## config.mk

```make
export PLATFORM = sky130hd
export DESIGN_NAME = sad_me_ctrl
export DESIGN_NICKNAME = d
export VERILOG_FILES = /design/src/rtl/sad_pkg.sv /design/src/rtl/sad_min_track.sv /design/src/rtl/sad_me_ctrl.sv
export SDC_FILE = /design/constraint.sdc
export NUM_CORES = 1
export LEC_CHECK = 0
export ABC_AREA = 0
export CAP_MARGIN = 20
export CORE_ASPECT_RATIO = 2
export CORE_MARGIN = 3
export CORE_UTILIZATION = 44
export CTS_BUF_LIST = sky130_fd_sc_hd__clkbuf_2 sky130_fd_sc_hd__clkbuf_4 sky130_fd_sc_hd__clkbuf_8
export CTS_CLUSTER_SIZE = 40
export DETAILED_ROUTE_END_ITERATION = 7
export MAX_ROUTING_LAYER = met4
export PLACE_DENSITY_LB_ADDON = 0.3
export SLEW_MARGIN = 20
export SYNTH_ARGS = -nofsm -noshare
export SYNTH_HDL_FRONTEND = slang
export SYNTH_SLANG_ARGS = --single-unit
```

## constraint.sdc

```tcl
create_clock -name clk_i -period 1.83 [get_ports clk_i]
set_input_delay 0.183 -clock clk_i [delete_from_list [all_inputs] [get_ports clk_i]]
set_output_delay 0.183 -clock clk_i [all_outputs]
set_load 0.005 [all_outputs]
```

## src/rtl/sad_pkg.sv

```systemverilog
// sad_pkg: shared state type and default sizing for the SAD motion-estimation controller
package sad_pkg;
  typedef enum logic [2:0] {IDLE, LAUNCH, ACK, RUN, CMP, DONE} sad_me_state_t;
  localparam int SAD_W_DEF = 32;
  localparam int NCAND_DEF = 16;
  localparam logic [SAD_W_DEF-1:0] SAD_ONES = '1;
endpackage

```

## src/rtl/sad_min_track.sv

```systemverilog
// sad_min_track: running minimum of SAD results; strict less-than so ties keep the earliest index
module sad_min_track import sad_pkg::*; #(
  parameter int SAD_W = SAD_W_DEF,
  parameter int IW    = 4
) (
  input  logic             clk,
  input  logic             rst,
  input  logic             clr,
  input  logic             upd,
  input  logic [SAD_W-1:0] val,
  input  logic [IW-1:0]    idx,
  output logic [SAD_W-1:0] best_sad,
  output logic [IW-1:0]    best_idx
);
  always_ff @(posedge clk)
    if (rst || clr) begin
      best_sad <= '1;
      best_idx <= '0;
    end else if (upd && val < best_sad) begin
      best_sad <= val;
      best_idx <= idx;
    end
endmodule

```

## src/rtl/sad_me_ctrl.sv

```systemverilog
// sad_me_ctrl: sequences NCAND SAD engine runs and reports the minimum-SAD candidate
// SAD_ME_EARLY_EXIT_EN: a zero SAD ends the search immediately
module sad_me_ctrl import sad_pkg::*; #(
  parameter int NCAND = NCAND_DEF,
  parameter int SAD_W = SAD_W_DEF
) (
  input  logic                     clk_i,
  input  logic                     rst_i,
  input  logic                     start_i,
  input  logic                     sad_busy_i,
  input  logic [SAD_W-1:0]         sad_dt_i,
  output logic                     sad_enb_o,
  output logic [$clog2(NCAND)-1:0] cand_o,
  output logic                     busy_o,
  output logic                     done_o,
  output logic [$clog2(NCAND)-1:0] best_idx_o,
  output logic [SAD_W-1:0]         best_sad_o
);
  localparam int IW = $clog2(NCAND);
  sad_me_state_t state;
  logic last;
`ifdef SAD_ME_EARLY_EXIT_EN
  assign last = (cand_o == IW'(NCAND - 1)) || (sad_dt_i == '0);
`else
  assign last = cand_o == IW'(NCAND - 1);
`endif
  sad_min_track #(.SAD_W(SAD_W), .IW(IW)) u_track (
    .clk      (clk_i),
    .rst      (rst_i),
    .clr      (state == IDLE && start_i),
    .upd      (state == CMP),
    .val      (sad_dt_i),
    .idx      (cand_o),
    .best_sad (best_sad_o),
    .best_idx (best_idx_o)
  );
  always_ff @(posedge clk_i)
    if (rst_i) begin
      state     <= IDLE;
      cand_o    <= '0;
      sad_enb_o <= 1'b0;
      busy_o    <= 1'b0;
      done_o    <= 1'b0;
    end else begin
      sad_enb_o <= 1'b0;
      done_o    <= 1'b0;
      case (state)
        IDLE: if (start_i) begin
          cand_o    <= '0;
          sad_enb_o <= 1'b1;
          busy_o    <= 1'b1;
          state     <= LAUNCH;
        end
        LAUNCH: state <= ACK;
        ACK: if (sad_busy_i) state <= RUN;
        RUN: if (!sad_busy_i) state <= CMP;
        CMP: if (last) begin
          done_o <= 1'b1;
          state  <= DONE;
        end else begin
          cand_o    <= cand_o + IW'(1);
          sad_enb_o <= 1'b1;
          state     <= LAUNCH;
        end
        DONE: begin
          busy_o <= 1'b0;
          state  <= IDLE;
        end
        default: state <= IDLE;
      endcase
    end
endmodule

```

# Yosys cells after proc, flatten, opt, wreduce, memory -nomap -nowiden
# Index checks and enable logic that the tools add are counted.
# word_totals
regBits,46
latch_bits,0
mem_bits_rw,0
mem_bits_ro,0
in_bits,36
output_inout_bits,43
wordCells,44
memories,0
# classes
addsub,1
n_mul,0
n_div,0
n_lt_le_gt_ge,1
eq_ne,10
shift,0
mux,14
n_bitwise,1
n_reduce_logical,10
# ops
cell,n
less-than comparator 32 bit,1
case mux 3 bit (5 select lines),1
two-way mux 3 bit,4
two-way mux 4 bit,2
!= test 2 bit (second input constant),4
case mux 4 bit (2 select lines),1
equality test 3 x 2 -> 1 bit (second input constant),2
equality test 3 bit (second input constant),2
AND reduction 3 bit,2
adder 4 x 1 -> 4 bit (second input constant),1
equality test 4 bit (second input constant),1
two-way mux 1 bit,4
case mux 1 bit (2 select lines),2
nonzero test 2 bit,2
equality test 3 x 1 -> 1 bit (second input constant),1
logical NOT 3 bit,1
logical AND 1 bit,2
AND reduction 2 bit,1
OR reduction 2 bit,1
logical OR 1 bit,1
inverter 1 bit,1

# Depth between registers and ports, before layout
# Gate-level depths: netlist of run 1.
# logic_depth
depth_word,3
depth_mapped,10

# Modules after synthesis
# From an unflattened synthesis of run 1, not the netlist that was laid out.
# unflattened
hier_cells,323
area_unflattened_um2,2692.6
# modules_own_cells
module,n_inst,cells_per_inst,area_per_inst_um2,seq_area_each_um2
sad_min_track,1,272,2255.9,720.7
sad_me_ctrl,1,51,436.7,200.2

# Worst setup path before layout of run 1
# No wires, ideal clock.
# synth_timing
kind,flip-flop to flip-flop
from,register u_track.best_sad[11]
to,register u_track.best_idx[3]
setup_ns,0.072
t_arrival_ns,1.989
required_ns,1.758
path_slack_ns,-0.230
stages_incl_launch_ff,11
synth_period_minus_slack_ns,2.060
cell_sequence,dfxtp_1 > inv_1 > ha_1 > a21oi_1 > o21ai_0 > a221oi_1 > o211ai_2 > a41oi_1 > buf_6 > buf_12 > mux2i_1
# synth_between
elab_chain_cells,2
# synth_lines
item,line,text
"start, declared",sad_min_track.sv:12,"output logic [SAD_W-1:0] best_sad,"
"start signal, assigned",sad_min_track.sv:20,best_sad <= val;
less-than comparator 32 bit,sad_min_track.sv:19,end else if (upd && val < best_sad) begin
logical AND 1 bit,sad_min_track.sv:19,
"end signal, assigned",sad_min_track.sv:21,best_idx <= idx;
"end, declared",sad_min_track.sv:13,output logic [IW-1:0] best_idx
# Every way passes these cells.
# A chain may end at the register's enable or synchronous reset.

# Worst setup path in the final report of run 1
# layout_timing
from,register u_track.best_sad[27]
to,register u_track.best_sad[24]
# layout_between
elab_chain_cells,2
# layout_lines
item,line
less-than comparator 32 bit,sad_min_track.sv:19
logical AND 1 bit,sad_min_track.sv:19
# Every way passes these cells.

==> results of run 1 <==
path summary, 6_finish.rpt:
check	to	slack, ps	cells past startpoint
max	u_track.best_sad[24]$_SDFFE_PP1P_	-280	10
min	u_track.best_sad[14]$_SDFFE_PP1P_	230	3
max reg2reg	u_track.best_sad[24]$_SDFFE_PP1P_	-280	10
min reg2reg	u_track.best_idx[2]$_SDFFE_PP0P_	460	2
through the flow:
| stage | power (mW) | instance area [um^2] |
|---|---|---|
| 6_report | 2.16 | 4430 |
| 5_1_grt | 2.25 | 4430 |
| 4_1_cts | 2.17 | 4230 |
| 3_5_place_dp | 1.36 | 3970 |
| 3_3_place_gp | 1.36 | 3970 |
| 2_1_floorplan | 1.19 | 2780 |
cell usage after synthesis, drive strengths merged, types with 2 or more instances:
| cell | n |
|---|---|
| nor2 | 75 |
| inv | 33 |
| nor2b | 2 |
| o21ai | 6 |
| nand4 | 5 |
| a21o | 3 |
| buf | 8 |
| nor4b | 2 |
| a211oi | 2 |
| dfxtp | 46 |
| clkbuf | 4 |
| mux2i | 36 |
| ha | 32 |
| a21oi | 16 |
| nand3 | 2 |
| o211ai | 2 |
| a22oi | 2 |
| nand2 | 20 |
| nor3 | 2 |
| nand2b | 2 |
layout make-up:
class | count | area, um^2
clock buffer | 5 | 68.8
clock inverter | 3 | 45.0
fill | 397 | 1380
inverter | 33 | 124
multi-input combinational | 221 | 1820
sequential | 46 | 942
tap | 61 | 76.3
timing repair buffer | 138 | 1350
power by group:
part / internal, mW / total, mW / switching (mW) / leakage (nW)
Combinational: 0.185 / 0.354 / 0.170 / 1.55
Clock: 0.406 / 0.791 / 0.384 / 0.0504
Sequential: 1.01 / 1.02 / 0.00681 / 0.364
critical path, stage by stage, from the launching register on:
cell and delay (ps):
dfxtp_2 340, inv_2 40, ha_4 250, a21oi_1 180, o21ai_1 110, a22oi_2 240, o211ai_2 140, a41oi_4 230
buf_12 170, clkbuf_16 150, mux2i_1 190
flip-flops by register name (all words and copies together) (netlist names):
register / count
done_o: 1
cand_o: 4
u_track.best_sad: 32
state: 3
u_track.best_idx: 4
busy_o: 1
sad_enb_o: 1
cell families after synthesis:
| kind of cell | synth area share (%) |
|---|---|
| xor+xnor | 0.328 |
| buf+inv | 8.47 |
| mux | 13.5 |
| flops | 34.5 |
| compound gates | 8.99 |
| simple gates | 19.3 |
| fa+ha+maj | 15.0 |
what timing repair did:
item / CTS / global route
setup endpoints to repair: 36 / 36
cloned: 2 / 1
endpoints found under the hold margin: 0 / 0
resized for setup: 18 / 36
pin swaps: 7 / 14
setup buffers: 2 / 4
layer usage:
layer  up-vias  wire [um]
met1      1226       2770
met4         0        268
met2        67       4130
met3        21        235
met5         -          0
li1       1314          -
==> results.yml, run 1 <==
routing:
  wl_mm: 7.40
  drt-initial-drc-count: 90
  vias_per_cell: 5.18
  vias: 2628
  antenna_left: 0
  drc: 0
  detail_route.wl_per_cell_um: 14.6
  first_pass_iters: 4
floorplan:
  die-area_um2: 7100
  start_util_pct: 46.0
  die_y_um: 116
  core_area_um2: 5810
  ioPinCount: 79
  rows: 39
  die_x_um: 61.1
outcome:
  status: "finished with violations"
  violations: "setup timing"
logic_synthesis:
  async_flop_share_pct: 0
  ys_types: 39
  synth_top_area_cell: "dfxtp_1"
  ys.warnings.count: 0
  synth_area_um2: 2670
  yosys.area.top_type_share_pct: 34.5
  ys_seq_elements: 46
  ys.flop_type: "dfxtp_1"
  avgSynthCellArea_um2: 8.57
  synth_edf_count: 0
  syn_inst: 312
  synth_area_leaders: "dfxtp_1 (34%), ha_1 (15%), mux2i_1 (13%), nor2_1 (11%), inv_1 (4.6%)"
  synth_nets: 380
  ys_seq_area_share_pct: 34.5
clock_tree:
  htreeDepth: 2
  path_clk_slew_ps: 90
  ctsHoldBuffers: 0
  cts_buffers: 5
  clock-sinks: 46
  clk_latency_ps: 320
  root_buffer: "clkbuf_8"
  cts_tree: "yes"
  clockBufferDepth: 2
timing:
  skew_ps: 7.58
  clock.fmax_mhz: 473
  finalSetupViolCount: 36
  setup-tns-final_ps: -8270
  whs_ps: 233
  tightest_slew_ps: 412
  drv_slew: 0
  finalCritPeriodShare_pct: 116
  hold_violations: 0
  grt_setup_unrepaired: "yes"
  final.setup.worst_slack_ps: -284
  slew_headroom_pct: 71.8
  min_period_ps: 2110
global_route:
  antenna_found_initial: 0
  grt_max_degree: 47
  grt_pass1_wl_mm: 11.0
  use_met1_pct: 21.5
  busiest_layer: "met2"
  grt_overflow_total: 0
  grt_usage_pct: 21.2
  gr-usage-met3_pct: 4.65
  first_global_vias: 2562
  met2_usage_pct: 36.4
cells_and_area:
  antenna_cells: 0
  final_common_cell: "nor2_1"
  fin_nets: 513
  final_util_pct: 76.3
  finalNonFillerCells: 507
  drive_gt1_share_pct: 29.8
  final_cell_mix: "nor2_1 (75), clkdlybuf4s50_1 (72), buf_4 (52)"
  area_growth_pct: 65.8
pwr:
  p_leak_nw: 1.97
  ir_worst_vdd_mv: 0.617
  pwr_density_cell_nw_per_um2: 488
worst_setup_path:
  worst_ep_required_time_ps: 2060
  end_kind: "flop"
  path_max_fanout: 5
  cp-startpoint: "u_track.best_sad[27]$_SDFFE_PP1P_"
  worst_setup_path_start_kind: "flop"
  r2r_start: "u_track.best_sad[27]$_SDFFE_PP1P_"
  arrival_ps: 2350
  critPathKind: "flop to flop"
placement:
  io_buffer_count: 78
  dpl_worst_slack_ps: -640
  dp_cells: 490
  dpl.hpwl_mm: 5.15
  place.gp.congestion: 0.772
worst_hold_path:
  hp-class: "primary input to flop"
  hold_path.startpoint: "sad_dt_i[14]"
job:
  max-cap-violations: 0
No activity file was read; power rests on OpenSTA's default activity.
==> run 2, diff against run 1 <==
Settings changed: SETUP_SLACK_MARGIN set to 0.4.
==> run 2 against run 1 <==
Net effect: the run still ends with setup timing left; critical path depth unchanged; clock skew is 4.9 ps higher; worst setup slack improved by 16 ps; design area grew 0.28%; via count down 0.95%; register-to-register slack gained 20 ps; sequential share of layout area grew 0.48 points; worst hold slack better by 87 ps; final cell count increased by 0.20%; count of clock-buffer cells in the layout stayed put; largest cell class unchanged; largest power group unchanged.
==> results.yml, run 2 (synthesis results as in run 1) <==
worst_setup_path:
  end_kind: "flop"
  path_max_fanout: 5
  endpoint: "u_track.best_sad[14]$_SDFFE_PP1P_"
  r2r_cells: 10
  arrival_ps: 2310
  worst_setup_path_start_kind: "flop"
  timing.rr.end: "u_track.best_sad[14]$_SDFFE_PP1P_"
  cp-startpoint: "u_track.best_sad[9]$_SDFFE_PP1P_"
  ff2ff_setup_slack_ps: -270
  critPathKind: "flop to flop"
  r2r_start: "u_track.best_sad[9]$_SDFFE_PP1P_"
  worst_ep_required_time_ps: 2040
pwr:
  power_frac_seq_pct: 51.3
  switching_share_pct: 26.6
  totalPowerFinal_mw: 1.98
  p_leak_nw: 1.94
  power.switching_mw: 0.528
  p_comb_share_pct: 18.3
  p_int_mw: 1.46
  clkPwrFrac_pct: 30.4
  ir_worst_vdd_mv: 0.442
  pwr_density_cell_nw_per_um2: 446
placement:
  dpl.hpwl_mm: 5.14
  io_buffer_count: 78
  dp_cells: 487
  place.gp.congestion: 0.815
  detailed_place.area_um2: 3950
outcome:
  status: "finished with violations"
  violations: "setup timing"
cells_and_area:
  fin_area_um2: 4440
  final_cell_mix: "nor2_1 (72), buf_4 (52), clkdlybuf4s50_1 (45)"
  final_common_cell: "nor2_1"
  antenna_cells: 0
  area_growth_pct: 66.3
  drive_gt1_share_pct: 31.8
  finalNonFillerCells: 508
  top_regs: "u_track.best_sad: 32 flops, cand_o: 4 flops, u_track.best_idx: 4 flops"
  largest_register: "u_track.best_sad"
  largest_reg_flops: 32
  fin_nets: 515
global_route:
  grt_overflow_total: 0
  grt_usage_pct: 21.2
  grt_max_degree: 39
  grt_pass1_wl_mm: 11.2
  antenna_found_initial: 0
  first_global_vias: 2579
timing:
  tightest_slew_ps: 452
  grt_setup_unrepaired: "yes"
  clock.fmax_mhz: 477
  min_period_ps: 2100
  slew_headroom_pct: 69.1
  finalCritPeriodShare_pct: 115
  hold_violations: 0
  skew_ps: 12.5
  final.setup.worst_slack_ps: -268
  drv_slew: 0
  finalSetupViolCount: 36
routing:
  wl_met1_mm: 2.76
  first_pass_iters: 4
  top_layer: "met4"
  vias: 2603
  detail_route.wl_per_cell_um: 14.8
  wl_mm: 7.52
  drc: 0
  met3_wirelength_um: 208
  wl_met2_mm: 4.42
  antenna_left: 0
  vias_per_cell: 5.12
  drt-initial-drc-count: 81
floorplan:
  die_y_um: 116
  rows: 39
  die-area_um2: 7100
  start_util_pct: 46.0
  core_area_um2: 5810
  ioPinCount: 79
  die_x_um: 61.1
clock_tree:
  cts_tree: "yes"
  root_buffer: "clkbuf_8"
  cts_buffers: 5
  clockBufferDepth: 2
  ctsHoldBuffers: 0
  htreeDepth: 2
  clock-sinks: 46
  path_clk_slew_ps: 90
  clk_latency_ps: 300
worst_hold_path:
  hp-class: "primary input to flop"
job:
  max-cap-violations: 0
## run 2: worst min path at each step
stage / cells past startpoint / slack (ps) / startpoint / to
after floorplan: 2 / 320 / sad_busy_i / state[0]$_SDFFE_PP0P_
after global placement: 2 / 440 / u_track.best_idx[0]$_SDFFE_PP0P_ / u_track.best_idx[0]$_SDFFE_PP0P_
after detailed placement: 2 / 460 / u_track.best_idx[3]$_SDFFE_PP0P_ / u_track.best_idx[3]$_SDFFE_PP0P_
after CTS: 3 / 330 / sad_dt_i[10] / u_track.best_sad[10]$_SDFFE_PP1P_
after global routing: 3 / 340 / sad_dt_i[10] / u_track.best_sad[10]$_SDFFE_PP1P_
final: 3 / 320 / sad_dt_i[10] / u_track.best_sad[10]$_SDFFE_PP1P_
## run 2: area by class of cell
| type | count | area (um^2) |
|---|---|---|
| inverter | 33 | 124 |
| sequential | 46 | 966 |
| clock buffer | 5 | 68.8 |
| tap | 61 | 76.3 |
| multi-input combinational | 221 | 1780 |
| timing repair buffer | 140 | 1420 |
| clock inverter | 2 | 10.0 |
| fill | 421 | 1360 |
## run 2: layer usage
metal  vias up  GRT usage (%)
li1       1321              -
met1      1214           21.1
met2        57           40.9
met3        11           2.32
met4         0           5.79
met5         -              -
## run 2: power groups by stage
stage | logic, mW | clock network (mW) | registers [mW]
detailed placement | 0.318 | 0 | 1.04
CTS | 0.327 | 0.615 | 1.02
global placement | 0.311 | 0 | 1.04
finish | 0.362 | 0.604 | 1.02
global route | 0.394 | 0.651 | 1.02
floorplan | 0.144 | 0 | 1.04
## run 2: through the flow
stage	worst slack (ps)	setup TNS, ps	utilization (%)	hold WS (ps)
final	-268	-8700	76.5	320
after global routing	-424	-13970	76.5	337
after CTS	-260	-8760	72.8	326
after detailed placement	-643	-21890	67.9	461
after global placement	-585	-20420	67.9	443
after floorplan	-92.3	-2720	-	323
## run 2: repair_timing
item	in CTS	in global routing
endpoints found under the setup margin	52	63
buffers inserted	6	3
endpoints found under the hold margin	0	0
gates cloned	3	2
pin swaps	2	6
gates resized for setup	47	48
## run 2: worst max-delay path: stages (launching register included)
cell and delay (ps):
dfxtp_2 350, inv_2 40, ha_4 220, a21oi_4 130
o21ai_2 90, a221oi_2 310, o211ai_2 130, a41oi_4 250
buf_6 160, buf_16 120, mux2i_1 200
